==> config.mk <==
export PLATFORM = sky130hd
export DESIGN_NAME = compute_clock_gate_ctrl_flat
export DESIGN_NICKNAME = d
export VERILOG_FILES = /design/src/rtl/compute_clock_gate_ctrl_if.sv /design/src/rtl/compute_clock_gate_ctrl.sv /design/src/flat_wrapper.sv
export SDC_FILE = /design/constraint.sdc
export NUM_CORES = 1
export LEC_CHECK = 0
export BUFFER_PORTS_ARGS = -buffer_cell sky130_fd_sc_hd__clkbuf_2
export CORE_MARGIN = 5
export CORE_UTILIZATION = 25
export CTS_BUF_LIST = sky130_fd_sc_hd__clkbuf_8
export CTS_CLUSTER_SIZE = 14
export DETAILED_ROUTE_END_ITERATION = 7
export PLACE_DENSITY_LB_ADDON = 0.25
export SLEW_MARGIN = 20
export SYNTH_ARGS = -nofsm -noshare
export SYNTH_HDL_FRONTEND = slang
export SYNTH_SLANG_ARGS = --single-unit
==> constraint.sdc <==
create_clock -name control_clock -period 8.5 [get_ports control_clock]
set_input_delay 0.85 -clock control_clock [delete_from_list [all_inputs] [get_ports control_clock]]
set_output_delay 0.85 -clock control_clock [all_outputs]
set_load 0.01 [all_outputs]
==> src/rtl/compute_clock_gate_ctrl_if.sv <==
// Control/status bundle between host-side epoch control and the clock gate controller.
// The master drives start/stop/budget/pause requests; the slave returns gate enable and epoch status.
interface compute_clock_gate_ctrl_if #(
    parameter int NUM_CORES = 16,
    parameter int COUNT_W   = 48
);
    logic                 start;
    logic [COUNT_W-1:0]   cycle_budget;
    logic                 stop;
    logic [NUM_CORES-1:0] pause_req;
    logic                 compute_clock_en_n;
    logic                 running;
    logic                 paused;
    logic                 done;
    logic [COUNT_W-1:0]   cycle_count;
    logic [COUNT_W-1:0]   paused_cycles;

    modport master (
        output start, cycle_budget, stop, pause_req,
        input  compute_clock_en_n, running, paused, done, cycle_count, paused_cycles
    );

    modport slave (
        input  start, cycle_budget, stop, pause_req,
        output compute_clock_en_n, running, paused, done, cycle_count, paused_cycles
    );
endinterface

==> src/rtl/compute_clock_gate_ctrl.sv <==
// Compute clock gate controller: runs a budgeted epoch, gates on core pause requests, resumes after a settle delay.
// Latency: gate enable is a flop, changing one control_clock cycle after the causing input is sampled.
// Backpressure: none; start/stop are pulses, pause_req is a level. Stall stats built with CLOCK_GATE_STALL_STATS_EN.
module compute_clock_gate_ctrl #(
    parameter int NUM_CORES    = 16,
    parameter int COUNT_W      = 48,
    parameter int RESUME_DELAY = 2
) (
    input  logic                          control_clock,
    input  logic                          reset_n,
    compute_clock_gate_ctrl_if.slave      ctl
);

    typedef enum logic [2:0] {
        ST_IDLE,
        ST_RUN,
        ST_PAUSE,
        ST_RESUME,
        ST_DONE
    } state_e;

    localparam int                 DLY_W    = (RESUME_DELAY > 1) ? $clog2(RESUME_DELAY) : 1;
    localparam logic [DLY_W-1:0]   DLY_LOAD = DLY_W'((RESUME_DELAY > 0) ? RESUME_DELAY - 1 : 0);
    localparam logic [COUNT_W-1:0] CNT_MAX  = '1;

    state_e               state_q, state_d;
    logic                 en_n_q, en_n_d;
    logic [COUNT_W-1:0]   budget_q, budget_d;
    logic [COUNT_W-1:0]   cycle_cnt_q, cycle_cnt_d;
    logic [DLY_W-1:0]     dly_q, dly_d;
    logic [NUM_CORES-1:0] pause_vec;
    logic                 any_pause;
    logic                 exhaust;

    assign pause_vec = ctl.pause_req;
    assign any_pause = |pause_vec;
    // Budget 0 means unlimited, so exhaustion is never flagged for it.
    assign exhaust   = (budget_q != '0) && (cycle_cnt_q == (budget_q - COUNT_W'(1)));

    always_comb begin
        state_d     = state_q;
        budget_d    = budget_q;
        cycle_cnt_d = cycle_cnt_q;
        dly_d       = dly_q;
        unique case (state_q)
            ST_IDLE: begin
                if (ctl.start) begin
                    budget_d    = ctl.cycle_budget;
                    cycle_cnt_d = '0;
                    state_d     = any_pause ? ST_PAUSE : ST_RUN;
                end
            end
            ST_RUN: begin
                if (cycle_cnt_q != CNT_MAX) begin
                    cycle_cnt_d = cycle_cnt_q + COUNT_W'(1);
                end
                if (ctl.stop || exhaust) begin
                    state_d = ST_DONE;
                end else if (any_pause) begin
                    state_d = ST_PAUSE;
                end
            end
            ST_PAUSE: begin
                if (ctl.stop) begin
                    state_d = ST_DONE;
                end else if (!any_pause) begin
                    if (RESUME_DELAY == 0) begin
                        state_d = ST_RUN;
                    end else begin
                        state_d = ST_RESUME;
                        dly_d   = DLY_LOAD;
                    end
                end
            end
            ST_RESUME: begin
                // A fresh pause throws away the partial settle; the next release restarts it in full.
                if (ctl.stop) begin
                    state_d = ST_DONE;
                end else if (any_pause) begin
                    state_d = ST_PAUSE;
                end else if (dly_q == '0) begin
                    state_d = ST_RUN;
                end else begin
                    dly_d = dly_q - DLY_W'(1);
                end
            end
            ST_DONE: begin
                state_d = ST_IDLE;
            end
            default: begin
                state_d = ST_IDLE;
            end
        endcase
        en_n_d = (state_d != ST_RUN);
    end

    always_ff @(posedge control_clock or negedge reset_n) begin
        if (!reset_n) begin
            state_q     <= ST_IDLE;
            en_n_q      <= 1'b1;
            budget_q    <= '0;
            cycle_cnt_q <= '0;
            dly_q       <= '0;
        end else begin
            state_q     <= state_d;
            en_n_q      <= en_n_d;
            budget_q    <= budget_d;
            cycle_cnt_q <= cycle_cnt_d;
            dly_q       <= dly_d;
        end
    end

`ifdef CLOCK_GATE_STALL_STATS_EN
    logic [COUNT_W-1:0] stall_cnt_q, stall_cnt_d;
    logic               start_acc;

    assign start_acc = (state_q == ST_IDLE) && ctl.start;

    always_comb begin
        stall_cnt_d = stall_cnt_q;
        if (start_acc) begin
            stall_cnt_d = '0;
        end else if (((state_q == ST_PAUSE) || (state_q == ST_RESUME)) && (stall_cnt_q != CNT_MAX)) begin
            stall_cnt_d = stall_cnt_q + COUNT_W'(1);
        end
    end

    always_ff @(posedge control_clock or negedge reset_n) begin
        if (!reset_n) begin
            stall_cnt_q <= '0;
        end else begin
            stall_cnt_q <= stall_cnt_d;
        end
    end

    assign ctl.paused_cycles = stall_cnt_q;
`else
    assign ctl.paused_cycles = '0;
`endif

    assign ctl.compute_clock_en_n = en_n_q;
    assign ctl.running            = state_q inside {ST_RUN, ST_PAUSE, ST_RESUME};
    assign ctl.paused             = state_q inside {ST_PAUSE, ST_RESUME};
    assign ctl.done               = (state_q == ST_DONE);
    assign ctl.cycle_count        = cycle_cnt_q;

endmodule

==> src/flat_wrapper.sv <==
// flat-port wrapper written by rule: the top's interface ports become plain ports
module compute_clock_gate_ctrl_flat 
#(
    parameter int NUM_CORES    = 16,
    parameter int COUNT_W      = 48,
    parameter int RESUME_DELAY = 2
)
  (control_clock, reset_n, ctl_start, ctl_cycle_budget, ctl_stop, ctl_pause_req, ctl_compute_clock_en_n, ctl_running, ctl_paused, ctl_done, ctl_cycle_count, ctl_paused_cycles);
  compute_clock_gate_ctrl_if #(.NUM_CORES(NUM_CORES), .COUNT_W(COUNT_W)) ctl_i ();
  input  logic control_clock;
  input  logic reset_n;
  input wire logic [$bits(ctl_i.start)-1:0] ctl_start;
  input wire logic [$bits(ctl_i.cycle_budget)-1:0] ctl_cycle_budget;
  input wire logic [$bits(ctl_i.stop)-1:0] ctl_stop;
  input wire logic [$bits(ctl_i.pause_req)-1:0] ctl_pause_req;
  output wire logic [$bits(ctl_i.compute_clock_en_n)-1:0] ctl_compute_clock_en_n;
  output wire logic [$bits(ctl_i.running)-1:0] ctl_running;
  output wire logic [$bits(ctl_i.paused)-1:0] ctl_paused;
  output wire logic [$bits(ctl_i.done)-1:0] ctl_done;
  output wire logic [$bits(ctl_i.cycle_count)-1:0] ctl_cycle_count;
  output wire logic [$bits(ctl_i.paused_cycles)-1:0] ctl_paused_cycles;
  assign ctl_i.start = ctl_start;
  assign ctl_i.cycle_budget = ctl_cycle_budget;
  assign ctl_i.stop = ctl_stop;
  assign ctl_i.pause_req = ctl_pause_req;
  assign ctl_compute_clock_en_n = ctl_i.compute_clock_en_n;
  assign ctl_running = ctl_i.running;
  assign ctl_paused = ctl_i.paused;
  assign ctl_done = ctl_i.done;
  assign ctl_cycle_count = ctl_i.cycle_count;
  assign ctl_paused_cycles = ctl_i.paused_cycles;
  compute_clock_gate_ctrl #(.NUM_CORES(NUM_CORES), .COUNT_W(COUNT_W), .RESUME_DELAY(RESUME_DELAY)) u_core (.control_clock(control_clock), .reset_n(reset_n), .ctl(ctl_i));
endmodule
**After elaboration in Yosys (flattened, before gate mapping)**

Cells that the tools add are included.

- Output and inout bits: 100
- Word-level logic and storage cells: 51
- Bits in registers: 101
- Input bits: 68

- Multiplexer cells: 19
- Reduce and logical (&&, ||, !) cells: 11
- Add/sub/neg operators: 3
- Equality and inequality tests: 13

Operators by type and width:

| operator | number |
|---|---|
| $mux 48 | 2 |
| $pmux 48 s2 | 1 |
| $add 48x1->48 const B | 1 |
| $eq 48x48->1 | 1 |
| $ne 48x48->1 const B | 1 |
| $reduce_bool 48->1 | 1 |
| $sub 48x1->48 const B | 1 |
| $mux 3 | 8 |
| $reduce_or 16->1 | 1 |
| $pmux 3 s4 | 1 |
| $ne 2x2->1 const B | 5 |
| $eq 3x2->1 const B | 2 |
| $mux 1 | 5 |
| $reduce_and 5->1 | 1 |
| $reduce_bool 2->1 | 2 |
| $eq 3x1->1 const B | 1 |
| $eq 3x3->1 const B | 1 |
| $logic_not 3->1 | 1 |
| $ne 3x1->1 const B | 1 |
| $reduce_and 3->1 | 1 |
| $reduce_bool 3->1 | 1 |
| $mux 2 | 1 |
| $ne 2x1->1 const B | 1 |
| $pmux 1 s2 | 1 |
| other kinds (4) | 4 |

**Longest topological paths before layout**

- Depth in word-level cells: 7
- Gate-level depth with buffers: 12
- Mapped depth without buffers: 10

**Worst setup path before layout**

OpenSTA, ideal clock, no wires.

- Path type: register -> register
- Start point: register u_core.budget_q[16]
- End point: register u_core.state_q[2]
- Setup slack: 5123 ps
- Library setup time: 73 ps
- Required time: 8427 ps
- Arrival: 3305 ps
- Period minus slack after synthesis: 3377 ps
- Buffers on the path: 2
- Stages on the path, launching flop included: 11
- Cells stage by stage: dfrtp_1 > buf_6 > or4_4 > buf_6 > or3_4 > or4_1 > a31oi_1 > a21oi_1 > or4_1 > or4_4 > a21boi_2

- Longest elaborated chain between the ends: 6
- Elaborated cells between the ends (all ways): 7
- Those cells by class: 1 x add/sub; 1 x eq/ne; 2 x mux; 3 x reduce/logical

RTL lines:

| item | line | source |
|---|---|---|
| start, declared | compute_clock_gate_ctrl.sv:28 | `logic [COUNT_W-1:0] budget_q, budget_d;` |
| start signal, assigned | compute_clock_gate_ctrl.sv:107 | `budget_q <= budget_d;` |
| $sub 48x1->48 | compute_clock_gate_ctrl.sv:38 | `assign exhaust = (budget_q != '0) && (cycle_cnt_q == (budget_q - COUNT_W'(1)));` |
| $eq 48x48->1 | compute_clock_gate_ctrl.sv:38 |  |
| $logic_and 1x1->1 * | compute_clock_gate_ctrl.sv:38 |  |
| $logic_or 1x1->1 * | compute_clock_gate_ctrl.sv:57 | `if (ctl.stop \|\| exhaust) begin` |
| $mux 3 * | compute_clock_gate_ctrl.sv:57 |  |
| $pmux 3 s4 * | compute_clock_gate_ctrl.sv:45 | `unique case (state_q)` |
| net u_core.state_d[2] | compute_clock_gate_ctrl.sv:26 | `state_e state_q, state_d;` |
| end signal, assigned | compute_clock_gate_ctrl.sv:105 | `state_q <= state_d;` |
| end, declared | compute_clock_gate_ctrl.sv:26 |  |

Mark *: on every way through the listed nets, which the timed path passes. The rest lies on a longest branch.
A chain may end at the register's enable or synchronous reset.

**Worst setup path in the final report**

- Start point: register u_core.budget_q[0]
- End point: register u_core.state_q[2]

Same word-level chain as after synthesis.

==> qor.yml <==
die:
  core_region_area_mm2: 0.0270
  ios: 168
  start_util_pct: 25.4
  num_rows: 60
  die_h_um: 175
  die_x_um: 175
  fp.dieArea_mm2: 0.0307
sta:
  fmax_ghz: 0.257
  timing.final.crit_share_pct: 45.8
  slew_violations: 0
  hold_ws_ps: 422
  worst_pin_slew_ps: 848
  final_hold_viol_count: 0
  setup_viol: 0
  finClkSkew_ps: 20.6
  relSlewSlack_pct: 43.4
  finalSetupTns_ps: 0
  rsz0062_at_grt: "false"
  period_minus_slack_ps: 3890
  setup_slack_ps: 4610
synthesis:
  yosys_warnings: 0
  avgSynthCellArea_um2: 8.26
  synth_top_area_share_pct: 36.6
  synthTopCellsByArea: "dfrtp_1 (37%), nand2_1 (9.7%), xor2_1 (6.5%)"
  syn_inst: 828
  synth_area_mm2: 0.00684
  synth-edff-count: 0
  ys_ff_latch: 101
  synth_top_area_cell: "dfrtp_1"
  yosysUniqueCellTypes: 69
  synthArstFlopShare_pct: 100
  synth-main-ff-cell: "dfrtp_1"
  ys_seq_area_share_pct: 37.0
critical_path:
  path_class: "flop to flop"
  arrival_ps: 4230
  crit_top_cell: "or4_1"
  crit_buf_inv: 1
  critPathLaunchType: "flop"
  reg2reg_depth: 10
  worst_path_max_delay_cell: "or4_4"
  crit_cells: 10
  crit_path_max_incr_delay_ps: 550
  crit_family: "simple AND/OR/NAND/NOR gates"
  critPathRequiredTime_ps: 8840
  cp_cell_sequence: "inv_1, ha_1, nor4b_2, or2b_2, or4_1, a31oi_1, a21oi_1, or4_1, or4_4, a21boi_2"
  endpoint_kind: "flop"
  critical_path.max_fanout: 11
grt:
  grt_use_total_pct: 14.6
  grt_pass1_wl_um: 35300
  busiest_layer: "met2"
  grt-ovfl-total: 0
  grtUsageMet1_pct: 20.0
  use_met2_pct: 22.9
  grt_max_degree: 64
  antenna_found_initial: 0
  grt_use_met3_pct: 2.78
  first_global_vias: 6038
power_and_ir_drop:
  finalPower_mw: 1.70
  seqPwrFrac_pct: 44.5
  power_switching_mw: 0.743
  swShare_pct: 43.9
  p_clk_share_pct: 18.0
  p_per_area_mw_per_mm2: 218
  ir_worst_vdd_uv: 70.1
  power_frac_comb_pct: 37.5
  p_leak_nw: 3.54
  p_int_mw: 0.952
clock_network:
  htree_levels: 3
  clockBufferDepth: 2
  root_buffer: "clkbuf_8"
  cts_tree: "done"
  cts_resized: 0
  clk_pin_slew_ps: 110
  numCtsBuffers: 9
  cts_hold_buf: 0
  post-cts-setup-buffer-count: 0
  clock_sinks: 101
  worstSkewPairLatency_ps: 410
drt:
  ant_nets: 0
  drtPass1Iterations: 5
  viasPerCell: 4.79
  wl_um: 22800
  drt_iter0_markers: 376
  drc: 0
  post_drt_wl_per_cell_um: 18.0
  via_count: 6089
outcome:
  status: "complete, no violations"
finish:
  num-nets-final: 995
  antenna_cells: 0
  drive_above_1_share_pct: 18.5
  area_growth_pct: 13.6
  final_common_cell: "nand2_1"
  layout_common_cells: "nand2_1 (177), clkbuf_2 (118), dfrtp_1 (100)"
placed_design:
  portBuffers: 119
  place_hpwl_um: 17400
  dp_worst_setup_slack_ps: 4650
  gp_congestion: 0.844
run:
  drv_cap: 0
min_path:
  hold_path_class: "primary input to asynchronous set/reset pin"
-- routing by layer --
layer  up-vias  wire length, um  share of wire (%)
met2       174            10200                 45
met1      2891            10800                 47
met3        33             1310                5.7
met4         0              561                2.5
li1       2991                -                  -
met5         -                0                  0
-- registers in the layout, summed over array words and instances, names as in the netlist --
signal	cells
u_core.budget_q	48
u_core.ctl.compute_clock_en_n	1
u_core.ctl.cycle_count	48
u_core.dly_q	1
u_core.state_q	3
-- cell type report --
cell class | instances | area [um2]
multi-input cells | 676 | 3930
flip-flops and latches | 101 | 2530
clock buffers | 11 | 151
fillers | 2931 | 19200
well taps | 341 | 427
repair buffers | 127 | 658
inverters | 10 | 37.5
clock inverters | 5 | 36.3
-- synth_stat cells, drive strengths merged, types with 4 or more instances --
master and number:
or3 22, and2 13, mux2i 6, a31oi 5, clkbuf 34, nand2 177, o211ai 9, o21ai 25
and4 14, nor4 29, a21oi 24, nand3 24, xor2 51, buf 54, and3 12, inv 10
a41oi 4, xnor2 40, nor3 21, nand2b 5, or2 6, nand4 29, dfrtp 100, or4 11
nor2 58
-- per-stage QoR --
stage                     std cells  area [um2]  util, %
after floorplan                 875        7010        -
after global placement         1255        7580     28.1
after detailed placement       1255        7580     28.1
after CTS                      1271        7770     28.8
after global routing           1271        7770     28.8
final                          1271        7770     28.8
-- power groups by stage --
stage | Combinational [mW] | Sequential, mW | Clock, mW
after global placement | 0.635 | 0.760 | 0
after CTS | 0.640 | 0.754 | 0.318
after detailed placement | 0.635 | 0.761 | 0
final | 0.635 | 0.755 | 0.305
after global routing | 0.704 | 0.773 | 0.331
after floorplan | 0.521 | 0.679 | 0
-- cell families after synthesis --
family / count (synthesis) / share of synthesized area (%)
AOI/OAI and AO/OA: 97 / 9.67
adders and majority gates: 2 / 0.366
and+or+nand+nor: 431 / 32.0
buffers and inverters: 98 / 8.24
muxes: 7 / 1.04
DFF: 101 / 37.0
xor gates and xnor gates: 91 / 11.7
other: 1 / 0.0549
-- final timing paths --
path                                                startpoint                                     end  slack [ps]
min in group control_clock            u_core.dly_q$_DFFE_PN0P_                u_core.dly_q$_DFFE_PN0P_         540
worst max register to register  u_core.budget_q[0]$_DFFE_PN0P_             u_core.state_q[2]$_DFF_PN0_        4610
worst max-delay path            u_core.budget_q[0]$_DFFE_PN0P_             u_core.state_q[2]$_DFF_PN0_        4610
max in group asynchronous                              reset_n         u_core.budget_q[14]$_DFFE_PN0P_        6810
worst min register to register        u_core.dly_q$_DFFE_PN0P_                u_core.dly_q$_DFFE_PN0P_         540
worst min-delay path                                   reset_n  u_core.ctl.cycle_count[47]$_DFFE_PN0P_         420
No activity file was read; power rests on OpenSTA's default activity.
